### src/rtl/picorv32_ddr_bridge_if.sv
// PicoRV32 native memory bus plus single-word DDR request/response bus.
// The slave modport is the bridge; the master modport is the CPU/DDR environment around it.
interface picorv32_ddr_bridge_if #(
    parameter int DDR_ADDR_W = 16
);
    logic                  mem_valid;
    logic                  mem_instr;
    logic [31:0]           mem_addr;
    logic [31:0]           mem_wdata;
    logic [3:0]            mem_wstrb;
    logic                  mem_ready;
    logic [31:0]           mem_rdata;

    logic                  ddr_rd_req;
    logic                  ddr_wr_req;
    logic [DDR_ADDR_W-1:0] ddr_addr;
    logic [31:0]           ddr_wr_data;
    logic                  ddr_rd_valid;
    logic [31:0]           ddr_rd_data;
    logic                  ddr_wr_ack;

    modport slave (
        input  mem_valid, mem_instr, mem_addr, mem_wdata, mem_wstrb,
        input  ddr_rd_valid, ddr_rd_data, ddr_wr_ack,
        output mem_ready, mem_rdata,
        output ddr_rd_req, ddr_wr_req, ddr_addr, ddr_wr_data
    );

    modport master (
        output mem_valid, mem_instr, mem_addr, mem_wdata, mem_wstrb,
        output ddr_rd_valid, ddr_rd_data, ddr_wr_ack,
        input  mem_ready, mem_rdata,
        input  ddr_rd_req, ddr_wr_req, ddr_addr, ddr_wr_data
    );
endinterface

### src/rtl/picorv32_ddr_bridge.sv
// PicoRV32 native bus to single-word DDR bridge with read-modify-write for partial stores.
// Optional wait-state watchdog enabled by defining DDR_BRIDGE_TIMEOUT_EN.
module picorv32_ddr_bridge #(
    parameter int DDR_ADDR_W     = 16,
    parameter int TIMEOUT_CYCLES = 255
) (
    input  logic                 clk,
    input  logic                 resetn,
    picorv32_ddr_bridge_if.slave bus,
    output logic                 bus_err
);

    typedef enum logic [2:0] {
        ST_IDLE,
        ST_RD_WAIT,
        ST_RMW_RD,
        ST_RMW_WR,
        ST_WR_WAIT,
        ST_RESP
    } state_t;

    state_t                r_state;
    state_t                w_state_nxt;

    logic [DDR_ADDR_W-1:0] r_ddr_addr;
    logic [DDR_ADDR_W-1:0] w_ddr_addr_nxt;
    logic [31:0]           r_ddr_wr_data;
    logic [31:0]           w_ddr_wr_data_nxt;
    logic [31:0]           r_mem_rdata;
    logic [31:0]           w_mem_rdata_nxt;
    logic [31:0]           r_wdata;
    logic [31:0]           w_wdata_nxt;
    logic [3:0]            r_wstrb;
    logic [3:0]            w_wstrb_nxt;
    logic                  r_mem_ready;
    logic                  w_mem_ready_nxt;
    logic                  r_rd_req;
    logic                  w_rd_req_nxt;
    logic                  r_wr_req;
    logic                  w_wr_req_nxt;
    logic                  r_bus_err;
    logic                  w_bus_err_nxt;

    logic                  w_accept;
    logic                  w_out_of_range;
    logic                  w_timeout;
    logic [31:0]           w_merged;
    logic                  w_unused;

    assign w_accept       = (r_state == ST_IDLE) && bus.mem_valid && !r_mem_ready;
    assign w_out_of_range = |bus.mem_addr[31:DDR_ADDR_W+2];

    // NOTE: every always_comb output gets a default first, so no path can leave it unassigned (latch).
    always_comb begin
        w_merged = bus.ddr_rd_data;
        for (int i = 0; i < 4; i++) begin
            if (r_wstrb[i]) w_merged[8*i +: 8] = r_wdata[8*i +: 8];
        end
    end

`ifdef DDR_BRIDGE_TIMEOUT_EN
    localparam int TMR_W = $clog2(TIMEOUT_CYCLES + 1);

    logic [TMR_W-1:0] r_timer;

    // Restarts on every state change, so each wait state gets the full budget.
    always_ff @(posedge clk or negedge resetn) begin
        if (!resetn) begin
            r_timer <= '0;
        end else if (w_state_nxt != r_state) begin
            r_timer <= '0;
        end else if (r_state == ST_RD_WAIT || r_state == ST_RMW_RD || r_state == ST_WR_WAIT) begin
            r_timer <= r_timer + TMR_W'(1);
        end
    end

    assign w_timeout = (r_timer == TMR_W'(TIMEOUT_CYCLES - 1));
    assign w_unused  = ^{bus.mem_instr, bus.mem_addr[1:0]};
`else
    assign w_timeout = 1'b0;
    assign w_unused  = ^{bus.mem_instr, bus.mem_addr[1:0], TIMEOUT_CYCLES[0]};
`endif

    // State and registered outputs.
    // NOTE: sequential state uses non-blocking assignments so all registers update from pre-edge values.
    always_ff @(posedge clk or negedge resetn) begin
        if (!resetn) begin
            r_state       <= ST_IDLE;
            r_ddr_addr    <= '0;
            r_ddr_wr_data <= '0;
            r_mem_rdata   <= '0;
            r_wdata       <= '0;
            r_wstrb       <= '0;
            r_mem_ready   <= 1'b0;
            r_rd_req      <= 1'b0;
            r_wr_req      <= 1'b0;
            r_bus_err     <= 1'b0;
        end else begin
            r_state       <= w_state_nxt;
            r_ddr_addr    <= w_ddr_addr_nxt;
            r_ddr_wr_data <= w_ddr_wr_data_nxt;
            r_mem_rdata   <= w_mem_rdata_nxt;
            r_wdata       <= w_wdata_nxt;
            r_wstrb       <= w_wstrb_nxt;
            r_mem_ready   <= w_mem_ready_nxt;
            r_rd_req      <= w_rd_req_nxt;
            r_wr_req      <= w_wr_req_nxt;
            r_bus_err     <= w_bus_err_nxt;
        end
    end

    always_comb begin
        w_state_nxt = r_state;
        unique case (r_state)
            ST_IDLE: begin
                if (w_accept) begin
                    if (w_out_of_range)             w_state_nxt = ST_RESP;
                    else if (bus.mem_wstrb == 4'h0) w_state_nxt = ST_RD_WAIT;
                    else if (bus.mem_wstrb == 4'hF) w_state_nxt = ST_WR_WAIT;
                    else                            w_state_nxt = ST_RMW_RD;
                end
            end
            ST_RD_WAIT: if (bus.ddr_rd_valid || w_timeout) w_state_nxt = ST_RESP;
            ST_RMW_RD: begin
                if (bus.ddr_rd_valid)  w_state_nxt = ST_RMW_WR;
                else if (w_timeout)    w_state_nxt = ST_RESP;
            end
            ST_RMW_WR:  w_state_nxt = ST_WR_WAIT;
            ST_WR_WAIT: if (bus.ddr_wr_ack || w_timeout) w_state_nxt = ST_RESP;
            ST_RESP:    w_state_nxt = ST_IDLE;
            default:    w_state_nxt = ST_IDLE;
        endcase
    end

    // Next values of the registered outputs; a real response wins over a same-cycle timeout.
    always_comb begin
        w_ddr_addr_nxt    = r_ddr_addr;
        w_ddr_wr_data_nxt = r_ddr_wr_data;
        w_mem_rdata_nxt   = r_mem_rdata;
        w_wdata_nxt       = r_wdata;
        w_wstrb_nxt       = r_wstrb;
        w_mem_ready_nxt   = (w_state_nxt == ST_RESP);
        w_rd_req_nxt      = 1'b0;
        w_wr_req_nxt      = 1'b0;
        w_bus_err_nxt     = r_bus_err;
        unique case (r_state)
            ST_IDLE: begin
                if (w_accept) begin
                    w_ddr_addr_nxt  = bus.mem_addr[DDR_ADDR_W+1:2];
                    w_wdata_nxt     = bus.mem_wdata;
                    w_wstrb_nxt     = bus.mem_wstrb;
                    w_mem_rdata_nxt = '0;
                    if (w_out_of_range) begin
                        w_bus_err_nxt = 1'b1;
                    end else if (bus.mem_wstrb == 4'hF) begin
                        w_wr_req_nxt      = 1'b1;
                        w_ddr_wr_data_nxt = bus.mem_wdata;
                    end else begin
                        w_rd_req_nxt = 1'b1;
                    end
                end
            end
            ST_RD_WAIT: begin
                if (bus.ddr_rd_valid) begin
                    w_mem_rdata_nxt = bus.ddr_rd_data;
                end else if (w_timeout) begin
                    w_mem_rdata_nxt = 32'hDEAD_BEEF;
                    w_bus_err_nxt   = 1'b1;
                end
            end
            ST_RMW_RD: begin
                if (bus.ddr_rd_valid) begin
                    w_ddr_wr_data_nxt = w_merged;
                    w_wr_req_nxt      = 1'b1;
                end else if (w_timeout) begin
                    w_mem_rdata_nxt = 32'hDEAD_BEEF;
                    w_bus_err_nxt   = 1'b1;
                end
            end
            ST_WR_WAIT: begin
                if (!bus.ddr_wr_ack && w_timeout) begin
                    w_mem_rdata_nxt = 32'hDEAD_BEEF;
                    w_bus_err_nxt   = 1'b1;
                end
            end
            default: ;
        endcase
    end

    assign bus.mem_ready   = r_mem_ready;
    assign bus.mem_rdata   = r_mem_rdata;
    assign bus.ddr_rd_req  = r_rd_req;
    assign bus.ddr_wr_req  = r_wr_req;
    assign bus.ddr_addr    = r_ddr_addr;
    assign bus.ddr_wr_data = r_ddr_wr_data;
    assign bus_err         = r_bus_err;

endmodule

### src/flat_wrapper.sv
// flat-port wrapper written by rule: the top's interface ports become plain ports
module picorv32_ddr_bridge_flat 
#(
    parameter int DDR_ADDR_W     = 16,
    parameter int TIMEOUT_CYCLES = 255
)
  (clk, resetn, bus_err, bus_mem_valid, bus_mem_instr, bus_mem_addr, bus_mem_wdata, bus_mem_wstrb, bus_ddr_rd_valid, bus_ddr_rd_data, bus_ddr_wr_ack, bus_mem_ready, bus_mem_rdata, bus_ddr_rd_req, bus_ddr_wr_req, bus_ddr_addr, bus_ddr_wr_data);
  picorv32_ddr_bridge_if #(.DDR_ADDR_W(DDR_ADDR_W)) bus_i ();
  input  logic clk;
  input  logic resetn;
  output logic bus_err;
  input wire logic [$bits(bus_i.mem_valid)-1:0] bus_mem_valid;
  input wire logic [$bits(bus_i.mem_instr)-1:0] bus_mem_instr;
  input wire logic [$bits(bus_i.mem_addr)-1:0] bus_mem_addr;
  input wire logic [$bits(bus_i.mem_wdata)-1:0] bus_mem_wdata;
  input wire logic [$bits(bus_i.mem_wstrb)-1:0] bus_mem_wstrb;
  input wire logic [$bits(bus_i.ddr_rd_valid)-1:0] bus_ddr_rd_valid;
  input wire logic [$bits(bus_i.ddr_rd_data)-1:0] bus_ddr_rd_data;
  input wire logic [$bits(bus_i.ddr_wr_ack)-1:0] bus_ddr_wr_ack;
  output wire logic [$bits(bus_i.mem_ready)-1:0] bus_mem_ready;
  output wire logic [$bits(bus_i.mem_rdata)-1:0] bus_mem_rdata;
  output wire logic [$bits(bus_i.ddr_rd_req)-1:0] bus_ddr_rd_req;
  output wire logic [$bits(bus_i.ddr_wr_req)-1:0] bus_ddr_wr_req;
  output wire logic [$bits(bus_i.ddr_addr)-1:0] bus_ddr_addr;
  output wire logic [$bits(bus_i.ddr_wr_data)-1:0] bus_ddr_wr_data;
  assign bus_i.mem_valid = bus_mem_valid;
  assign bus_i.mem_instr = bus_mem_instr;
  assign bus_i.mem_addr = bus_mem_addr;
  assign bus_i.mem_wdata = bus_mem_wdata;
  assign bus_i.mem_wstrb = bus_mem_wstrb;
  assign bus_i.ddr_rd_valid = bus_ddr_rd_valid;
  assign bus_i.ddr_rd_data = bus_ddr_rd_data;
  assign bus_i.ddr_wr_ack = bus_ddr_wr_ack;
  assign bus_mem_ready = bus_i.mem_ready;
  assign bus_mem_rdata = bus_i.mem_rdata;
  assign bus_ddr_rd_req = bus_i.ddr_rd_req;
  assign bus_ddr_wr_req = bus_i.ddr_wr_req;
  assign bus_ddr_addr = bus_i.ddr_addr;
  assign bus_ddr_wr_data = bus_i.ddr_wr_data;
  picorv32_ddr_bridge #(.DDR_ADDR_W(DDR_ADDR_W), .TIMEOUT_CYCLES(TIMEOUT_CYCLES)) u_core (.clk(clk), .resetn(resetn), .bus(bus_i), .bus_err(bus_err));
endmodule
### config.mk
export PLATFORM = sky130hd
export DESIGN_NAME = picorv32_ddr_bridge_flat
export DESIGN_NICKNAME = d
export VERILOG_FILES = /design/src/rtl/picorv32_ddr_bridge_if.sv /design/src/rtl/picorv32_ddr_bridge.sv /design/src/flat_wrapper.sv
export SDC_FILE = /design/constraint.sdc
export NUM_CORES = 1
export LEC_CHECK = 0
export BUFFER_PORTS_ARGS = -buffer_cell sky130_fd_sc_hd__buf_4
export CAP_MARGIN = 20
export CELL_PAD_IN_SITES_DETAIL_PLACEMENT = 1
export CELL_PAD_IN_SITES_GLOBAL_PLACEMENT = 1
export CORE_ASPECT_RATIO = 1.4
export CORE_UTILIZATION = 30
export CTS_BUF_LIST = sky130_fd_sc_hd__clkbuf_16
export DETAILED_ROUTE_END_ITERATION = 8
export HOLD_SLACK_MARGIN = 0.02
export MAX_ROUTING_LAYER = met4
export PLACE_DENSITY = 0.64
export SETUP_SLACK_MARGIN = 0.1
export SYNTH_ARGS = -nofsm -noshare
export SYNTH_HDL_FRONTEND = slang
export SYNTH_SLANG_ARGS = --single-unit
### constraint.sdc
create_clock -name clk -period 4.55 [get_ports clk]
set_input_delay 0 -clock clk [delete_from_list [all_inputs] [get_ports clk]]
set_output_delay 0 -clock clk [all_outputs]
set_load 0.02 [all_outputs]
==> results.toml, run 1 <==
[status]
status = "finished clean"

[global_routing]
global_route.overflow_total = 0
grt_pass1_wl_microns = 29700
antenna_found_initial = 0
pin_count_of_the_biggest_net_entering_global_routing = 66
first_global_vias = 5914
grt_usage_pct = 21.1

[min_path]
holdCritPathClass = "in -> reg"
hp-start = "bus_mem_addr[25]"

[sta]
worst_slack_ns = 2.17
timing.final.crit_period_ns = 2.38
finalHoldViolCount = 0
max_freq_mhz = 420
post_route_setup_tns_ns = 0
clock-skew-final_ns = 0.00810
worst_margin_slew_ns = 0.950
rsz0062_at_grt = "false"
setup_viol_count_final = 0
timing.final.crit_share_pct = 52.3
max_transition_margin_pct = 36.5
timing.final.max_slew_violations = 0

[synth]
synth_simple_gate_area_share_pct = 18.1
synth_compound_gate_area_share_pct = 7.25
syn-mean-instance-area_sq_um = 9.14
syn_area_sq_um = 5540
post_synth_xor_area_fraction_pct = 0
synth_mux_area_share_pct = 11.6
mappedNetlistNets = 712
yosysSeqAreaShare_pct = 55.6
yosysWarningCount = 0
ys_types = 29
yosys.area_share.adder_pct = 0
dominant_combinational_cell_family_by_area_after_synthesis = "simple AND/OR/NAND/NOR gates"
synth.ff_latch_count = 123
synth_cells = 606

[place]
dp_cells = 1001
hpwl_microns = 11900
post_place_setup_slack_ns = 2.15
placement.cell_area_sq_um = 7120
buffer_ports.inserted = 186
routabilityCongestion = 0.750

[drt]
route.detailed.wl_per_inst_microns = 16.4
totalWireLength_microns = 18300
routed_via_density = 4.65
antenna_left = 0
dr.first_iter.drc_count = 207
num_vias = 5192
drt_first_pass_iters = 4
route.detailed.drc = 0

[worst_setup_path]
end_kind = "flop"
timing.setup.critical_path_class = "reg -> reg"
startpoint = "u_core.r_state[0]"
worst-r2r-cell-count = 5
timing.rr.start = "u_core.r_state[0]"
critical_path_arrival_ns = 2.71
worstSetupStartpointType = "flop"
critical_path.max_fanout = 17
flop2flop_setup_slack_ns = 2.17
timing.critical_path.required_ns = 4.88
critical_path.reg2reg.endpoint = "u_core.bus.ddr_wr_data[26]"
setup.worst_path.end = "u_core.bus.ddr_wr_data[26]"

[power]
power.share.clock_pct = 27.4
cell_internal_pwr_mw = 2.89
switch_pwr_mw = 1.69
seqPwrFrac_pct = 37.9
power.density_cell_area_nw_per_um2 = 537
vdd_drop_max_mv = 0.221
power_leakage_nw = 4.20
sw_frac_of_total_pct = 36.9
pwr-share-comb_pct = 34.7

[job]
timing.max_cap.violations = 0

[final_layout]
final-instance-count-excl-fill = 1117
antenna_cells_inserted = 0
mostFrequentLayoutCell = "buf_4"
drive_above_1_share_pct = 25.3
mostFrequentLayoutCells = "buf_4 (192), nand2_1 (189), dfrtp_1 (123), dlygate4sd3_1 (86), inv_1 (66)"
layout.core_utilization_pct = 47.4
design_area_sq_um = 8520
area_growth_pct = 53.8
nets = 972

[floorplanning]
initial_core_util_pct = 30.8
placeableCoreArea_sq_um = 18000
die_w_microns = 117
io-pin-count = 190
dieHeight_microns = 163
fp-row-count = 58
dieArea_sq_um = 19000

[clocking]
cts_buffers = 17
clock_path_buffers = 2
post_cts.resized_instances = 0
clock_insertion_delay_worst_skew_ns = 0.41
htreeDepth = 4
clock_tree_from_tritoncts = "yes"
clock_tree.root_cell = "clkbuf_16"
cts.sinks = 123
clk_transition_reported_paths_ns = 0.06
## cell usage after synthesis
cell / count / share of area, %
and3_1: 1 / 0.11
nand2b_1: 2 / 0.23
nor2_2: 1 / 0.11
a31o_2: 1 / 0.16
buf_1: 9 / 0.61
nand2_1: 189 / 13
o22ai_1: 1 / 0.11
nor2_1: 6 / 0.41
mux2i_1: 64 / 12
a21oi_1: 4 / 0.36
inv_1: 64 / 4.3
a21o_1: 1 / 0.14
nand3_1: 33 / 3.0
dfrtp_1: 123 / 56
nor2b_1: 1 / 0.11
nor4_1: 4 / 0.45
a32o_1: 1 / 0.18
o21ai_1: 1 / 0.090
nor3b_2: 1 / 0.23
clkbuf_1: 21 / 1.4
nor4bb_1: 1 / 0.18
buf_6: 5 / 1.0
nand3b_1: 1 / 0.14
and4_1: 2 / 0.32
o31ai_1: 1 / 0.14
buf_2: 2 / 0.18
o21ai_0: 64 / 5.8
o21bai_1: 1 / 0.14
o2bb2ai_1: 1 / 0.16
## how the worst min path moves through the flow
stage	endpoint	depth (start not counted)
floorplan	u_core.bus.ddr_addr[0]	0
global placement	u_core.bus.ddr_wr_data[19]	1
detailed placement	u_core.bus.ddr_wr_data[20]	1
CTS	u_core.bus_err	4
global route	u_core.bus.mem_ready	5
finish	u_core.bus_err	4
## registers in the layout, indices dropped and copies added (netlist names)
name and count:
u_core.bus.ddr_wr_data 32, u_core.bus.mem_rdata 32, u_core.r_wdata 32, u_core.bus.ddr_addr 16
u_core.r_wstrb 4, u_core.r_state 3, u_core.bus.ddr_rd_req 1, u_core.bus.ddr_wr_req 1
u_core.bus.mem_ready 1, u_core.bus_err 1
## cell families after synthesis
logic type | count (synthesis)
AND/OR/NAND/NOR | 242
flip-flops | 123
buffers and inverters | 101
AO/OA/AOI/OAI | 76
multiplexers | 64
## metal layers
metal  wire (microns)  GRT usage, %  up-vias
met5                0             -        -
met4              411          7.83        0
met3              685          4.09       27
met2            10000          37.9      137
met1             7200          22.6     2569
li1                 -             -     2459
## power by group through the flow
stage / sequential, mW / combinational [mW] / clock, mW
5_1_grt: 1.78 / 1.75 / 1.33
3_3_place_gp: 1.73 / 1.49 / 0
2_1_floorplan: 1.88 / 0.715 / 0
3_5_place_dp: 1.75 / 1.53 / 0
4_1_cts: 1.74 / 1.60 / 1.29
6_report: 1.74 / 1.59 / 1.25
## timing repair
| item | 4_1_cts | 5_1_grt |
|---|---|---|
| hold buffers | 86 | 0 |
| buffers inserted | 0 | 0 |
| hold endpoints to repair | 180 | 0 |
## worst max-delay path, stage by stage (launching register included)
cell and delay, ns:
dfrtp_1 0.45, nor2_1 0.26, and3_2 0.24, a32o_2 0.63, buf_4 0.45, mux2i_1 0.25
## through the flow
step | hold slack [ns] | power [mW]
2_1_floorplan | -0.296 | 2.60
6_report | 0.111 | 4.58
3_3_place_gp | 0.164 | 3.22
3_5_place_dp | 0.168 | 3.28
4_1_cts | 0.100 | 4.63
5_1_grt | 0.139 | 4.86
## layout make-up
| cell class | instances | area (sq um) |
|---|---|---|
| Fill cell | 2135 | 9470 |
| Sequential cell | 123 | 3080 |
| Timing Repair Buffer | 278 | 2300 |
| Multi-Input combinational cell | 382 | 2060 |
| Clock buffer | 17 | 425 |
| Tap cell | 240 | 300 |
| Inverter | 64 | 240 |
| Clock inverter | 13 | 113 |
Power figures use the tool's default switching activity.
==> inputs of run 2 (changes only) <==
Clock period 4.55 ns to 2.48 ns, I/O delays scaled along.
==> run 2 against run 1 <==
- count of clock-buffer cells in the layout did not move
- critical path type unchanged
- critical path depth did not move
- sequential cell count did not move
- cell count rose by 0.98%
- largest cell class unchanged
- combinational power rose by 85%
- cell area rose by 2.2%
- die area did not move
- wire length fell by 0.22%
- clock power rose by 120%
==> results.toml, run 2 (same netlist as run 1, synthesis figures left out) <==
[status]
status = "finished clean"

[worst_setup_path]
cp_slowest_cell = "dfrtp_1"
critical_path.max_fanout = 22
worstPathCellList = "nor2_1 -> and3_2 -> a32o_2 -> buf_4 -> mux2i_1"
worst-path-buf-inv = 1
timing.rr.start = "u_core.r_state[0]"
flop2flop_setup_slack_ns = 0.54
critical_path_arrival_ns = 2.26
critical-path-top-delay-family = "simple AND/OR/NAND/NOR gates"
end_kind = "flop"
timing.setup.critical_path_class = "reg -> reg"
startpoint = "u_core.r_state[0]"
worstSetupStartpointType = "flop"
timing.critical_path.required_ns = 2.80
critical-path-max-stage-delay_ns = 0.45

[place]
routabilityCongestion = 0.775
buffer_ports.inserted = 186
hpwl_microns = 12100

[clocking]
post-cts-setup-buffer-count = 0
clock_tree_from_tritoncts = "yes"
clock_insertion_delay_worst_skew_ns = 0.41
htreeDepth = 4
clock_path_buffers = 2
cts.sinks = 123
cts_buffers = 17
clock_tree.root_cell = "clkbuf_16"
clk_transition_reported_paths_ns = 0.06

[power]
power.density_cell_area_nw_per_um2 = 1020
power.share.clock_pct = 30.9
total_power_mw = 8.87
seqPwrFrac_pct = 36.0
pwr-share-comb_pct = 33.1
sw_frac_of_total_pct = 36.0
cell_internal_pwr_mw = 5.68
power_leakage_nw = 4.29
vdd_drop_max_mv = 0.575
switch_pwr_mw = 3.19

[drt]
antenna_left = 0
drt_first_pass_iters = 5
route.detailed.wl_per_inst_microns = 16.2
routed_via_density = 4.60
route.detailed.drc = 0
num_vias = 5190
totalWireLength_microns = 18300
dr.first_iter.drc_count = 177

[min_path]
holdCritPathClass = "in -> reg"
hp-start = "bus_mem_addr[25]"

[global_routing]
pin_count_of_the_biggest_net_entering_global_routing = 55
antenna_found_initial = 1
first_global_vias = 5818
global_route.overflow_total = 0
grt_usage_pct = 20.9
grt_pass1_wl_microns = 29300

[sta]
timing.final.crit_period_ns = 1.94
max_freq_mhz = 516
worst_margin_slew_ns = 0.697
finalHoldViolCount = 0
setup_viol_count_final = 0
clock-skew-final_ns = 0.0115
post_route_setup_tns_ns = 0
rsz0062_at_grt = "false"
max_transition_margin_pct = 53.5
timing.final.max_slew_violations = 0
timing.final.crit_share_pct = 78.1

[floorplanning]
dieHeight_microns = 163
die_w_microns = 117
fp-row-count = 58
io-pin-count = 190
initial_core_util_pct = 30.8
placeableCoreArea_sq_um = 18000
dieArea_sq_um = 19000

[job]
timing.max_cap.violations = 0

[final_layout]
nets = 980
drive_above_1_share_pct = 26.6
mostFrequentLayoutCells = "buf_4 (199), nand2_1 (189), dfrtp_1 (123), dlygate4sd3_1 (86), inv_1 (65)"
mostFrequentLayoutCell = "buf_4"
area_growth_pct = 57.2
==> run 2: cell types whose count changed in the layout (fill, tap and decap cells not counted) <==
cell,previous run,this run
clkinv_1,5,2
buf_4,192,199
buf_12,0,1
clkinv_2,2,0
clkinv_4,1,4
inv_6,0,2
inv_1,66,65
diode_2,0,1
bufinv_16,2,5
==> run 2: through the flow <==
step	setup WS [ns]	hold WS (ns)	area, sq um	cells	utilization, %
detailed placement	0.547	0.0973	7200	1009	40.0
floorplan	0.895	-0.296	5540	606	-
CTS	0.528	0.0900	8700	1127	48.4
finish	0.542	0.0878	8710	1128	48.4
global route	0.435	0.115	8710	1128	48.4
global placement	0.656	0.0884	7200	1009	40.0
==> run 2: final timing paths <==
kind                                                    to  cells past startpoint
max in group asynchronous          u_core.bus.mem_rdata[0]                      3
worst max register to register  u_core.bus.ddr_wr_data[26]                      5
min in group asynchronous         u_core.bus.mem_rdata[27]                      2
worst min register to register     u_core.bus.ddr_addr[11]                      2
worst min-delay path                        u_core.bus_err                      4
worst max-delay path            u_core.bus.ddr_wr_data[26]                      5
==> run 2: power groups by stage <==
stage               registers, mW  clock network [mW]  logic, mW
CTS                          3.19                2.81       2.97
global route                 3.27                2.88       3.26
floorplan                    3.45                   0       1.31
finish                       3.19                2.74       2.94
global placement             3.17                   0       2.76
detailed placement           3.22                   0       2.84
==> run 2: area by class of cell <==
| class | count | area (sq um) |
|---|---|---|
| Sequential cell | 123 | 3080 |
| Clock inverter | 15 | 221 |
| Tap cell | 240 | 300 |
| Clock buffer | 17 | 425 |
| Fill cell | 2136 | 9290 |
| Timing Repair Buffer | 286 | 2370 |
| Inverter | 64 | 240 |
| Multi-Input combinational cell | 382 | 2060 |
| Antenna cell | 1 | 2.50 |
==> run 2: worst register-to-register path: cells and delay by family, from the launching register on <==
family	cells	cell delay, ns
DFF	1	0.45
AOI/OAI and AO/OA	1	0.18
muxes	1	0.30
and+or+nand+nor	2	0.53
buffers and inverters	1	0.41
==> run 2: timing repair <==
item                      CTS  global route
hold endpoints to repair  164             0
gates resized for setup     0             0
hold buffers               86             0
==> run 2: routing by layer <==
metal / track usage, % / up-vias / part of all wire, %
li1: - / 2481 / -
met3: 3.28 / 17 / 3.4
met2: 38.7 / 123 / 55
met4: 8.63 / 0 / 1.6
met1: 21.6 / 2569 / 40
met5: - / - / 0
